## src/rtl/dmrs_pkg.sv

```systemverilog
// Shared types, constants and helpers for the low-PAPR DMRS sequence generator.
// Trig tables are stored at Q1.14 scale and rescaled to IQ_W in dmrs_phase_to_iq.
package dmrs_pkg;

    typedef enum logic [1:0] {
        IDLE  = 2'd0,
        RUN   = 2'd1,
        DRAIN = 2'd2
    } state_t;

    localparam int SEQ_LEN_DEF = 6;
    localparam int PHASE_MOD   = 24;

    // round(cos/sin(k*pi/12) * 2^14), k = 0..23
    localparam int COS_TAB [PHASE_MOD] = '{
         16384,  15826,  14189,  11585,   8192,   4240,
             0,  -4240,  -8192, -11585, -14189, -15826,
        -16384, -15826, -14189, -11585,  -8192,  -4240,
             0,   4240,   8192,  11585,  14189,  15826
    };
    localparam int SIN_TAB [PHASE_MOD] = '{
             0,   4240,   8192,  11585,  14189,  15826,
         16384,  15826,  14189,  11585,   8192,   4240,
             0,  -4240,  -8192, -11585, -14189, -15826,
        -16384, -15826, -14189, -11585,  -8192,  -4240
    };

    function automatic logic signed [2:0] phi_to_signed(input logic [1:0] code);
        case (code)
            2'b00:   return 3'sd1;
            2'b01:   return 3'sd3;
            2'b10:   return -3'sd1;
            default: return -3'sd3;
        endcase
    endfunction

    // Valid for x < 2*PHASE_MOD.
    function automatic logic [4:0] mod24(input logic [5:0] x);
        if (x >= 6'(PHASE_MOD))
            return 5'(x - 6'(PHASE_MOD));
        return x[4:0];
    endfunction

endpackage

```

## src/rtl/dmrs_phase_to_iq.sv

```systemverilog
// Pipeline stage 2: registered phase index -> signed I/Q via the constant trig tables.
module dmrs_phase_to_iq
    import dmrs_pkg::*;
#(
    parameter int IQ_W = 16
) (
    input  logic                   clk,
    input  logic                   rst,
    input  logic                   adv,
    input  logic                   p_valid,
    input  logic [4:0]             p,
    output logic signed [IQ_W-1:0] out_i,
    output logic signed [IQ_W-1:0] out_q,
    output logic                   out_valid
);

    localparam int SH  = (IQ_W >= 16) ? IQ_W - 16 : 16 - IQ_W;
    localparam int RND = (IQ_W < 16) ? (2 ** SH) / 2 : 0;

    int cos_v;
    int sin_v;

    always_comb begin
        cos_v = COS_TAB[p];
        sin_v = SIN_TAB[p];
    end

    always_ff @(posedge clk or posedge rst) begin
        if (rst) begin
            out_i     <= '0;
            out_q     <= '0;
            out_valid <= 1'b0;
        end else if (adv) begin
            out_valid <= p_valid;
            if (IQ_W >= 16) begin
                out_i <= IQ_W'(cos_v <<< SH);
                out_q <= IQ_W'(sin_v <<< SH);
            end else begin
                out_i <= IQ_W'((cos_v + RND) >>> SH);
                out_q <= IQ_W'((sin_v + RND) >>> SH);
            end
        end
    end

endmodule

```

## src/rtl/dmrs_lowpapr_gen.sv

```systemverilog
// Low-PAPR DMRS generator: walks the phase table, applies cyclic shift, emits I/Q.
// Cyclic shift is built only with DMRS_CYCLIC_SHIFT_EN defined; otherwise cs_in is ignored.
//
//   state | meaning
//   IDLE  | waiting for start; config latched on accept
//   RUN   | stepping counter/pass count, feeding stage 1
//   DRAIN | pipeline emptying; leaves on final transfer
module dmrs_lowpapr_gen
    import dmrs_pkg::*;
#(
    parameter int IQ_W    = 16,
    parameter int SEQ_LEN = SEQ_LEN_DEF
) (
    input  logic                   clk,
    input  logic                   rst,
    input  logic                   start,
    input  logic [4:0]             u_in,
    input  logic [3:0]             cs_in,
    input  logic [3:0]             rep_in,
    output logic [4:0]             u,
    output logic [9:0]             counter,
    input  logic [1:0]             phi_value,
    output logic signed [IQ_W-1:0] out_i,
    output logic signed [IQ_W-1:0] out_q,
    output logic                   out_valid,
    input  logic                   out_ready,
    output logic                   busy,
    output logic                   done
);

    state_t     state;
    logic [3:0] rep_r;
    logic [3:0] pass_cnt;
    logic [4:0] p1;
    logic       s1_valid;
    logic       adv;
    logic       last_n;
    logic [4:0] phase_off;
    logic [4:0] base3;
    logic [4:0] p_next;
    logic signed [2:0] phi_s;

    assign adv    = !out_valid || out_ready;
    assign last_n = (counter == 10'(SEQ_LEN - 1));

`ifdef DMRS_CYCLIC_SHIFT_EN
    logic [3:0] cs_r;
    logic [4:0] acc;
    logic [4:0] step;

    assign step      = mod24({1'b0, cs_r, 1'b0});
    assign phase_off = acc;

    // acc tracks 2*cs*n mod 24 without a multiplier; zero at every pass start
    always_ff @(posedge clk or posedge rst) begin
        if (rst) begin
            cs_r <= '0;
            acc  <= '0;
        end else begin
            if (state == IDLE && start)
                cs_r <= cs_in;
            if (state != RUN)
                acc <= '0;
            else if (adv)
                acc <= last_n ? 5'd0 : mod24({1'b0, acc} + {1'b0, step});
        end
    end
`else
    logic unused_cs;
    assign unused_cs = ^cs_in;
    assign phase_off = 5'd0;
`endif

    always_comb begin
        phi_s  = phi_to_signed(phi_value);
        base3  = mod24(6'(PHASE_MOD + 3 * int'(phi_s)));
        p_next = mod24({1'b0, base3} + {1'b0, phase_off});
    end

    always_ff @(posedge clk or posedge rst) begin
        if (rst) begin
            state    <= IDLE;
            counter  <= '0;
            u        <= '0;
            rep_r    <= '0;
            pass_cnt <= '0;
            busy     <= 1'b0;
            done     <= 1'b0;
        end else begin
            done <= 1'b0;
            case (state)
                IDLE: if (start) begin
                    state    <= RUN;
                    busy     <= 1'b1;
                    u        <= u_in;
                    rep_r    <= rep_in;
                    counter  <= '0;
                    pass_cnt <= '0;
                end
                RUN: if (adv) begin
                    if (!last_n)
                        counter <= counter + 10'd1;
                    else if (pass_cnt == rep_r)
                        state <= DRAIN;
                    else begin
                        counter  <= '0;
                        pass_cnt <= pass_cnt + 4'd1;
                    end
                end
                DRAIN: if (out_valid && out_ready && !s1_valid) begin
                    state <= IDLE;
                    busy  <= 1'b0;
                    done  <= 1'b1;
                end
                default: state <= IDLE;
            endcase
        end
    end

    always_ff @(posedge clk or posedge rst) begin
        if (rst) begin
            p1       <= '0;
            s1_valid <= 1'b0;
        end else if (adv) begin
            p1       <= p_next;
            s1_valid <= (state == RUN);
        end
    end

    dmrs_phase_to_iq #(.IQ_W(IQ_W)) u_iq (
        .clk       (clk),
        .rst       (rst),
        .adv       (adv),
        .p_valid   (s1_valid),
        .p         (p1),
        .out_i     (out_i),
        .out_q     (out_q),
        .out_valid (out_valid)
    );

endmodule

```

## config.mk

```make
export PLATFORM = sky130hd
export DESIGN_NAME = dmrs_lowpapr_gen
export DESIGN_NICKNAME = d
export VERILOG_FILES = /design/src/rtl/dmrs_pkg.sv /design/src/rtl/dmrs_phase_to_iq.sv /design/src/rtl/dmrs_lowpapr_gen.sv
export SDC_FILE = /design/constraint.sdc
export NUM_CORES = 1
export LEC_CHECK = 0
export BUFFER_PORTS_ARGS = -buffer_cell sky130_fd_sc_hd__buf_2
export CORE_MARGIN = 3
export CORE_UTILIZATION = 33
export CTS_CLUSTER_SIZE = 14
export DETAILED_ROUTE_END_ITERATION = 8
export PLACE_DENSITY = 0.5
export SETUP_SLACK_MARGIN = 0.15
export SLEW_MARGIN = 5
export SYNTH_ARGS = -nofsm -noshare
export SYNTH_HDL_FRONTEND = slang
export SYNTH_HIERARCHICAL = 1
export SYNTH_SLANG_ARGS = --single-unit
```

## constraint.sdc

```tcl
create_clock -name clk -period 6.89 [get_ports clk]
set_input_delay 0.3445 -clock clk [delete_from_list [all_inputs] [get_ports clk]]
set_output_delay 0.3445 -clock clk [all_outputs]
set_load 0.03 [all_outputs]
```

==> results of run 1 <==
cells by family after synthesis:
group                      share of synthesized area [%]
DFF                                                42.79
xor gates and xnor gates                           1.807
muxes                                              6.123
buffers and inverters                              7.340
AOI/OAI and AO/OA                                  20.10
and+or+nand+nor                                    17.41
adders and majority gates                          4.426
critical path, cell delays in order, from the launching register on:
cell	delay [ns]
dfrtp_1	0.43
inv_1	0.07
ha_1	0.12
or4b_4	0.45
o41ai_1	1.01
a31oi_1	0.07
o21ai_0	0.20
o41ai_1	0.09
synth_stat cells, types with 4 or more instances:
cell and count:
dfrtp_1 58, nand2_1 42, nor2_1 33, a21oi_1 25, o21ai_0 24, inv_1 15
nand3_1 13, ha_1 12, mux2_2 12, buf_4 11, buf_2 10, nand2b_1 9
a31oi_1 8, nor2b_1 8, o211ai_1 6, clkbuf_1 5, mux2i_1 5, xnor2_1 5
nor3_1 4, o22a_1 4, o41ai_1 4
path summary, 6_finish.rpt:
path	slack, ns	start	endpoint	cells after the start
max in group asynchronous	6.07	rst	u_iq/out_q[0]	2
min in group clk	0.24	rep_in[1]	rep_r[1]	2
hold reg to reg	0.48	u_iq/out_q[15]	u_iq/out_q[15]	1
setup reg to reg	4.29	counter[1]	counter[8]	7
setup / recovery	4.29	counter[1]	counter[8]	7
hold / removal	0.10	rst	done	3
layer usage:
| metal | part of all wire, % | wire (um) |
|---|---|---|
| met5 | 0.16 | 13 |
| met4 | 0.47 | 38 |
| met3 | 5.2 | 416 |
| met1 | 44 | 3539 |
| met2 | 50 | 4063 |
sequential cells by signal, summed over array words and instances (netlist names):
register / count
rep_r: 4
u: 5
done: 1
u_iq/out_i: 12
s1_valid: 1
counter: 10
u_iq/out_valid: 1
pass_cnt: 4
u_iq/out_q: 12
p1: 5
busy: 1
state: 2
final cells by class:
| class | count | area (um2) | share of cell area (%) |
|---|---|---|---|
| clock buffers | 10 | 137.6 | 3.489 |
| flip-flops and latches | 58 | 1451 | 36.79 |
| multi-input cells | 262 | 1692 | 42.88 |
| repair buffers | 69 | 357.8 | 9.071 |
| inverters | 16 | 60.06 | 1.522 |
| clock inverters | 6 | 80.08 | 2.030 |
| well taps | 133 | 166.4 | 4.218 |
where the power goes:
part	internal (uW)	switching [uW]
Combinational	280	562
Clock	211	138
Sequential	458	122
stage by stage:
step	power [uW]	setup WS (ns)
after global routing	1911	4.003
after CTS	1798	4.231
after floorplan	1253	4.454
final	1771	4.293
after global placement	1430	4.307
after detailed placement	1439	4.269
==> metrics.log, run 1 <==
INFO  metric status = finished, final reports clean
INFO  metric slew_viol_final = 0
INFO  metric remaining_drcs = 0
INFO  metric detail-route-antenna-nets = 0
INFO  metric cp.required = 7.07 ns
INFO  metric drt-initial-drc-count = 94
INFO  metric final_core_utilization = 39.99%
INFO  metric yosys.area.top_type = dfrtp_1
INFO  metric grt_first_pass_wirelength = 13210 um
INFO  metric initial_cell_density_of_the_core = 34.39%
INFO  metric synth_area_leaders = dfrtp_1, nand2_1, ha_1, mux2_2, a21oi_1
INFO  metric place.port_buffers = 64
INFO  metric cts_setup_buffers = 0
INFO  metric timing.critical_path.arrival = 2.77 ns
INFO  metric hpwl_dp = 5510 um
INFO  metric vias_per_cell = 5.119
INFO  metric final_layout_size_suffix_gt1_share = 25.89%
INFO  metric nets = 447
INFO  metric number_of_standard_cells_after_synthesis = 365
INFO  metric cts-hold-fix-buffers = 0
INFO  metric criticalPathCategory = reg2reg
INFO  metric max_transition_margin = 21.13%
INFO  metric gr-max-usage-layer = met2
INFO  metric cts_tree = yes
INFO  metric grt_util_all_layers = 14.44%
INFO  metric syn_to_final_growth = 16.30%
INFO  metric mappedNetlistArea = 0.003392 mm2
INFO  metric grt_start_max_net_pins = 40
INFO  metric drt_pass1_iterations = 4
INFO  metric grt_antenna_before_repair = 1
INFO  metric crit_path_end_kind = register
INFO  metric final_common_cell = buf_2
INFO  metric globalRouteMet2Util = 24.26%
INFO  metric cellLeakagePower = 0.001783 uW
INFO  metric dieWidth = 107.4 um
INFO  metric grt.met1_usage = 17.99%
INFO  metric syn_nets = 396
INFO  metric via_count_of_the_first_global_routing_pass = 2664
INFO  metric synth.yosys.seq_area_share = 42.79%
INFO  metric dieHeight = 107.4 um
INFO  metric fillerInstances = 1028
INFO  metric cts_inserted_buffers = 9
INFO  metric tritoncts_num_sinks = 58
INFO  metric achievable-frequency = 385.1 MHz
INFO  metric cts-root-to-sink-buffers = 2
INFO  metric synth_largest_type_area_fraction = 42.79%
INFO  metric post_dp_cell_area = 0.003727 mm2
INFO  metric placed_cells_incl_taps = 538
INFO  metric rows = 36
INFO  metric worst_ir_drop_vdd = 0.1837 mV
INFO  metric wl_per_cell = 14.57 um
INFO  metric synth_async_reset_ratio = 100.0%
INFO  metric synth-edff-count = 0
INFO  metric path_max_fanout = 7
INFO  metric hold_viol_final = 0
INFO  metric core_area = 0.009864 mm2
INFO  metric synthFlopType = dfrtp_1
INFO  metric antenna_cells = 0
INFO  metric timing.setup.tns = 0 ns
INFO  metric die_area = 0.01153 mm2
INFO  metric gp_congestion = 0.8362
INFO  metric synth-warning-count = 6
INFO  metric fin_cells = 554
INFO  metric final_area = 0.003945 mm2
INFO  metric ioPinCount = 69
INFO  metric skew = 0.007037 ns
INFO  metric rsz0062_at_grt = false
INFO  metric clkLatencyLatePin = 0.33 ns
INFO  metric postSynthAreaPerCell = 9.293 um2
INFO  metric dr_total_vias = 2836
INFO  metric post_synthesis_sequential_element_count = 58
INFO  metric worst_setup_path_start_kind = register
INFO  metric setup_viol_count_final = 0
INFO  metric detail_route.wirelength = 8072 um
INFO  metric ys_types = 57
INFO  metric max_cap_violations = 0
INFO  metric cts_resized = 0
INFO  metric post-route-period-util = 37.69%
INFO  metric clk_pin_slew_worst_paths = 0.07 ns
INFO  metric clk_root_buffer_cell = clkbuf_8
INFO  metric maximum_level_of_the_cts_h_tree = 3
INFO  metric hold_ws = 0.1012 ns
INFO  metric mostFrequentLayoutCells = buf_2, dfrtp_1, nand2_1
INFO  metric grt_overflow = 0
INFO  metric timing.hold.worst.class = in2async
INFO  metric global_routing_usage_on_met3 = 4.499%
INFO  metric period_needed = 2.597 ns
INFO  metric power_per_cell_area = 449.0 mW/mm2
INFO  metric least_margin_pin_slew = 1.168 ns
No activity file was read; power rests on OpenSTA's default activity.
==> run 2: changes to the inputs <==
--- a/config.mk
+++ b/config.mk
@@ -5,12 +5,13 @@
 export SDC_FILE = /design/constraint.sdc
 export NUM_CORES = 1
 export LEC_CHECK = 0
+export ABC_AREA = 1
 export BUFFER_PORTS_ARGS = -buffer_cell sky130_fd_sc_hd__buf_2
 export CORE_MARGIN = 3
 export CORE_UTILIZATION = 33
 export CTS_CLUSTER_SIZE = 14
 export DETAILED_ROUTE_END_ITERATION = 8
-export PLACE_DENSITY = 0.5
+export PLACE_DENSITY = 0.49
 export SETUP_SLACK_MARGIN = 0.15
 export SLEW_MARGIN = 5
 export SYNTH_ARGS = -nofsm -noshare
==> constraint.sdc (replaced) <==
create_clock -name clk -period 2.4 [get_ports clk]
set_input_delay 0.12 -clock clk [delete_from_list [all_inputs] [get_ports clk]]
set_output_delay 0.12 -clock clk [all_outputs]
set_load 0.03 [all_outputs]
==> run 2 against run 1 <==
Net effect:
- clock skew is 0.00056 ns lower
- core utilization is 0.75 points higher
- critical path type unchanged
- sequential cell count stayed put
==> metrics.log, run 2 <==
INFO  metric status = finished, final reports clean
INFO  metric dieWidth = 110.0 um (+2.4%)
INFO  metric top_regs = u_iq/out_i (12), u_iq/out_q (12), counter (10)
INFO  metric holdPathEnd = done
INFO  metric rsz0062_at_grt = false
INFO  metric slew_viol_final = 0 (unchanged)
INFO  metric mappedNetlistArea = 0.003568 mm2 (+5.2%)
INFO  metric tritoncts_num_sinks = 58 (unchanged)
INFO  metric final_layout_size_suffix_gt1_share = 22.16% (-3.7 points)
INFO  metric timing.critical_path.arrival = 2.05 ns (-0.72 ns)
INFO  metric timing.hold.worst.class = in2reg
INFO  metric core_area = 0.01042 mm2 (+5.6%)
INFO  metric synth.cells.most_frequent = nand2_1, dfrtp_1, nor2_1
INFO  metric final_common_cell = nand2_1
INFO  metric yosys.area.top_type = dfrtp_1
INFO  metric nets = 592 (+32%)
INFO  metric die_area = 0.01210 mm2 (+4.9%)
INFO  metric ys_types = 34 (-40%)
INFO  metric cts_inserted_buffers = 9 (unchanged)
INFO  metric cts-root-to-sink-buffers = 2 (unchanged)
INFO  metric dr_total_vias = 3296 (+16%)
INFO  metric crit_path_end_kind = register
INFO  metric fillerInstances = 1114 (+8.4%)
INFO  metric yosysMostFrequentCell = nand2_1
INFO  metric detail_route.wirelength = 9164 um (+14%)
INFO  metric setup_viol_count_final = 0 (unchanged)
INFO  metric antenna_cells = 0 (unchanged)
INFO  metric cts-hold-fix-buffers = 10 (+10)
INFO  metric grt_antenna_before_repair = 0 (-1)
INFO  metric postSynthAreaPerCell = 7.253 um2 (-22%)
INFO  metric synth_area_leaders = dfrtp_1, nand2_1, nor2_1, nand3_1, ha_1
INFO  metric gp_congestion = 0.9012 (+7.8%)
INFO  metric holdCritStartpoint = out_ready
INFO  metric syn_nets = 523 (+32%)
INFO  metric seq_power_share = 42.6% (+9.9 points)
INFO  metric least_margin_pin_slew = 0.9709 ns (-0.1969 ns)
INFO  metric grt_util_all_layers = 16.33% (+1.9 points)
INFO  metric via_count_of_the_first_global_routing_pass = 3286 (+23%)
INFO  metric cellLeakagePower = 0.002295 uW (+29%)
INFO  metric criticalPathCategory = reg2reg
INFO  metric reg2reg_setup_slack = 0.57 ns (-3.72 ns)
INFO  metric worst_setup_path_start_kind = register
INFO  metric maximum_level_of_the_cts_h_tree = 3 (unchanged)
INFO  metric clk_pin_slew_worst_paths = 0.07 ns (about the same)
INFO  metric grt_first_pass_wirelength = 15500 um (+17%)
INFO  metric synth-edff-count = 0 (unchanged)
INFO  metric synth_async_reset_ratio = 100.0% (unchanged)
INFO  metric drt_pass1_iterations = 5 (+1)
INFO  metric clk_root_buffer_cell = clkbuf_8
INFO  metric post_synthesis_sequential_element_count = 58 (unchanged)
INFO  metric postLayoutSetupSlackWorst = 0.5705 ns (-3.723 ns)
INFO  metric path_max_fanout = 9 (+2)
INFO  metric timing.setup.tns = 0 ns (unchanged)
INFO  metric p_comb_share = 23.0% (-25 points)
INFO  metric skew = 0.006480 ns (-0.0005571 ns)
INFO  metric cts_resized = 0 (unchanged)
INFO  metric synth_largest_type_area_fraction = 40.67% (-2.1 points)
INFO  metric synth-warning-count = 6 (unchanged)
INFO  metric post-route-period-util = 76.23% (+39 points)
INFO  metric grt_start_max_net_pins = 26 (-35%)
INFO  metric power_switching_share = 33.55% (-13 points)
INFO  metric preCtsSetupSlack = 0.6116 ns (-3.658 ns)
INFO  metric number_of_standard_cells_after_synthesis = 492 (+35%)
INFO  metric ioPinCount = 69 (unchanged)
INFO  metric drt-initial-drc-count = 181 (+93%)
INFO  metric max_transition_margin = 35.20% (+14 points)
INFO  metric hold_ws = 0.1019 ns (+0.0006550 ns)
INFO  metric max_cap_violations = 0 (unchanged)
INFO  metric remaining_drcs = 0 (unchanged)
INFO  metric total_power_consumption = 2643 uW (+49%)
INFO  metric cp.required = 2.62 ns (-4.45 ns)
INFO  metric achievable-frequency = 546.6 MHz (+42%)
INFO  metric synthFlopType = dfrtp_1
INFO  metric min_delay_path_depth = 3
INFO  metric clkLatencyLatePin = 0.33 ns (about the same)
INFO  metric clkPwrFrac = 34.4% (+15 points)
INFO  metric cts_setup_buffers = 0 (unchanged)
INFO  metric initial_cell_density_of_the_core = 34.26% (-0.13 points)
INFO  metric cellInternalPower = 1756 uW (+85%)
INFO  metric grt_overflow = 0 (unchanged)
INFO  metric syn_to_final_growth = 18.93%
INFO  metric worst_r2r_path_depth = 8 (+1)
INFO  metric synth.yosys.seq_area_share = 40.67% (-2.1 points)
INFO  metric r2r_end = u_iq/out_i[4]
INFO  metric post_dp_cell_area = 0.003953 mm2 (+6.0%)
INFO  metric cts_tree = yes
INFO  metric p_sw = 886.8 uW (+7.9%)
INFO  metric vias_per_cell = 4.709 (-8.0%)
INFO  metric detail-route-antenna-nets = 0 (unchanged)
INFO  metric timing.rr.start = p1[0]
INFO  metric rows = 37 (+2.8%)
INFO  metric final_area = 0.004244 mm2 (+7.6%)
INFO  metric place.port_buffers = 64 (unchanged)
INFO  metric hpwl_dp = 6605 um (+20%)
INFO  metric power_per_cell_area = 622.7 mW/mm2 (+39%)
INFO  metric hold_viol_final = 0 (unchanged)
INFO  metric wl_per_cell = 13.09 um (-10%)
INFO  metric dieHeight = 110.0 um (+2.4%)
INFO  metric mostFrequentLayoutCells = nand2_1, buf_2, dfrtp_1
INFO  metric period_needed = 1.829 ns (-0.7673 ns)
INFO  metric worst_ir_drop_vdd = 0.3124 mV (+70%)
==> run 2: changes by cell type after synthesis, moves of 13 or more <==
| cell | previous run | this run |
|---|---|---|
| inv_1 | 15 | 38 |
| o21ai_0 | 24 | 11 |
| nand3_1 | 13 | 32 |
| a21oi_1 | 25 | 10 |
| o21ai_1 | 1 | 17 |
| nand2_1 | 42 | 189 |
| inv_2 | 0 | 13 |
==> run 2: final cells by class <==
class / instances / area, um2 / area share (%)
Clock buffer: 11 / 151.4 / 3.567
Clock inverter: 3 / 40.04 / 0.9434
Inverter: 51 / 191.4 / 4.511
Multi-Input combinational cell: 360 / 1767 / 41.63
Sequential cell: 58 / 1451 / 34.20
Tap cell: 136 / 170.2 / 4.009
Timing Repair Buffer: 81 / 473.0 / 11.14
==> run 2: power by group through the flow <==
stage	clock network (uW)	logic, uW	registers (uW)
finish	908	609	1130
global route	996	672	1140
CTS	946	615	1130
detailed placement	0	602	1150
global placement	0	603	1140
floorplan	0	315	1270
==> run 2: layer usage <==
metal | vias to the layer above | track usage [%] | wire length (um) | share of wire [%]
met4 | 0 | 5.432 | 165 | 1.8
met1 | 1517 | 19.82 | 4125 | 45
met2 | 93 | 27.99 | 4495 | 49
li1 | 1671 | - | - | -
met5 | - | 0 | 0 | 0
met3 | 15 | 4.368 | 378 | 4.1
==> run 2: kinds of logic (layout without fill, tap and decap cells) <==
| kind of cell | after synthesis | count (layout) | synth area share [%] |
|---|---|---|---|
| AO/OA/AOI/OAI | 49 | 49 | 7.749 |
| XOR/XNOR | 6 | 6 | 1.473 |
| AND/OR/NAND/NOR | 293 | 293 | 36.08 |
| adder cells (fa/ha/maj) | 12 | 12 | 4.207 |
| flip-flops | 58 | 58 | 40.67 |
| buffers and inverters | 74 | 146 | 9.818 |
==> run 2: worst max path at each step <==
stage	from	end	slack [ns]	cells past startpoint
4_1_cts	p1[0]	u_iq/out_i[4]	0.59	8
6_report	p1[0]	u_iq/out_i[4]	0.57	8
3_3_place_gp	p1[0]	u_iq/out_i[4]	0.59	8
3_5_place_dp	p1[0]	u_iq/out_i[4]	0.61	8
5_1_grt	p1[0]	u_iq/out_q[11]	0.41	8
2_1_floorplan	counter[0]	counter[0]	0.80	9
==> run 2: critical path: stages (launching register included) <==
cell	delay, ns
dfrtp_1	0.54
inv_1	0.25
ha_1	0.40
nor2_1	0.14
nor2_1	0.09
nand2_1	0.10
nand3_1	0.08
nand2_1	0.08
nand2_1	0.04
==> run 2: per-stage QoR <==
| stage | utilization, % | instances |
|---|---|---|
| after floorplan | - | 492 |
| after global placement | 37.95 | 676 |
| after detailed placement | 37.95 | 676 |
| after CTS | 40.74 | 700 |
| after global routing | 40.74 | 700 |
| final | 40.74 | 700 |
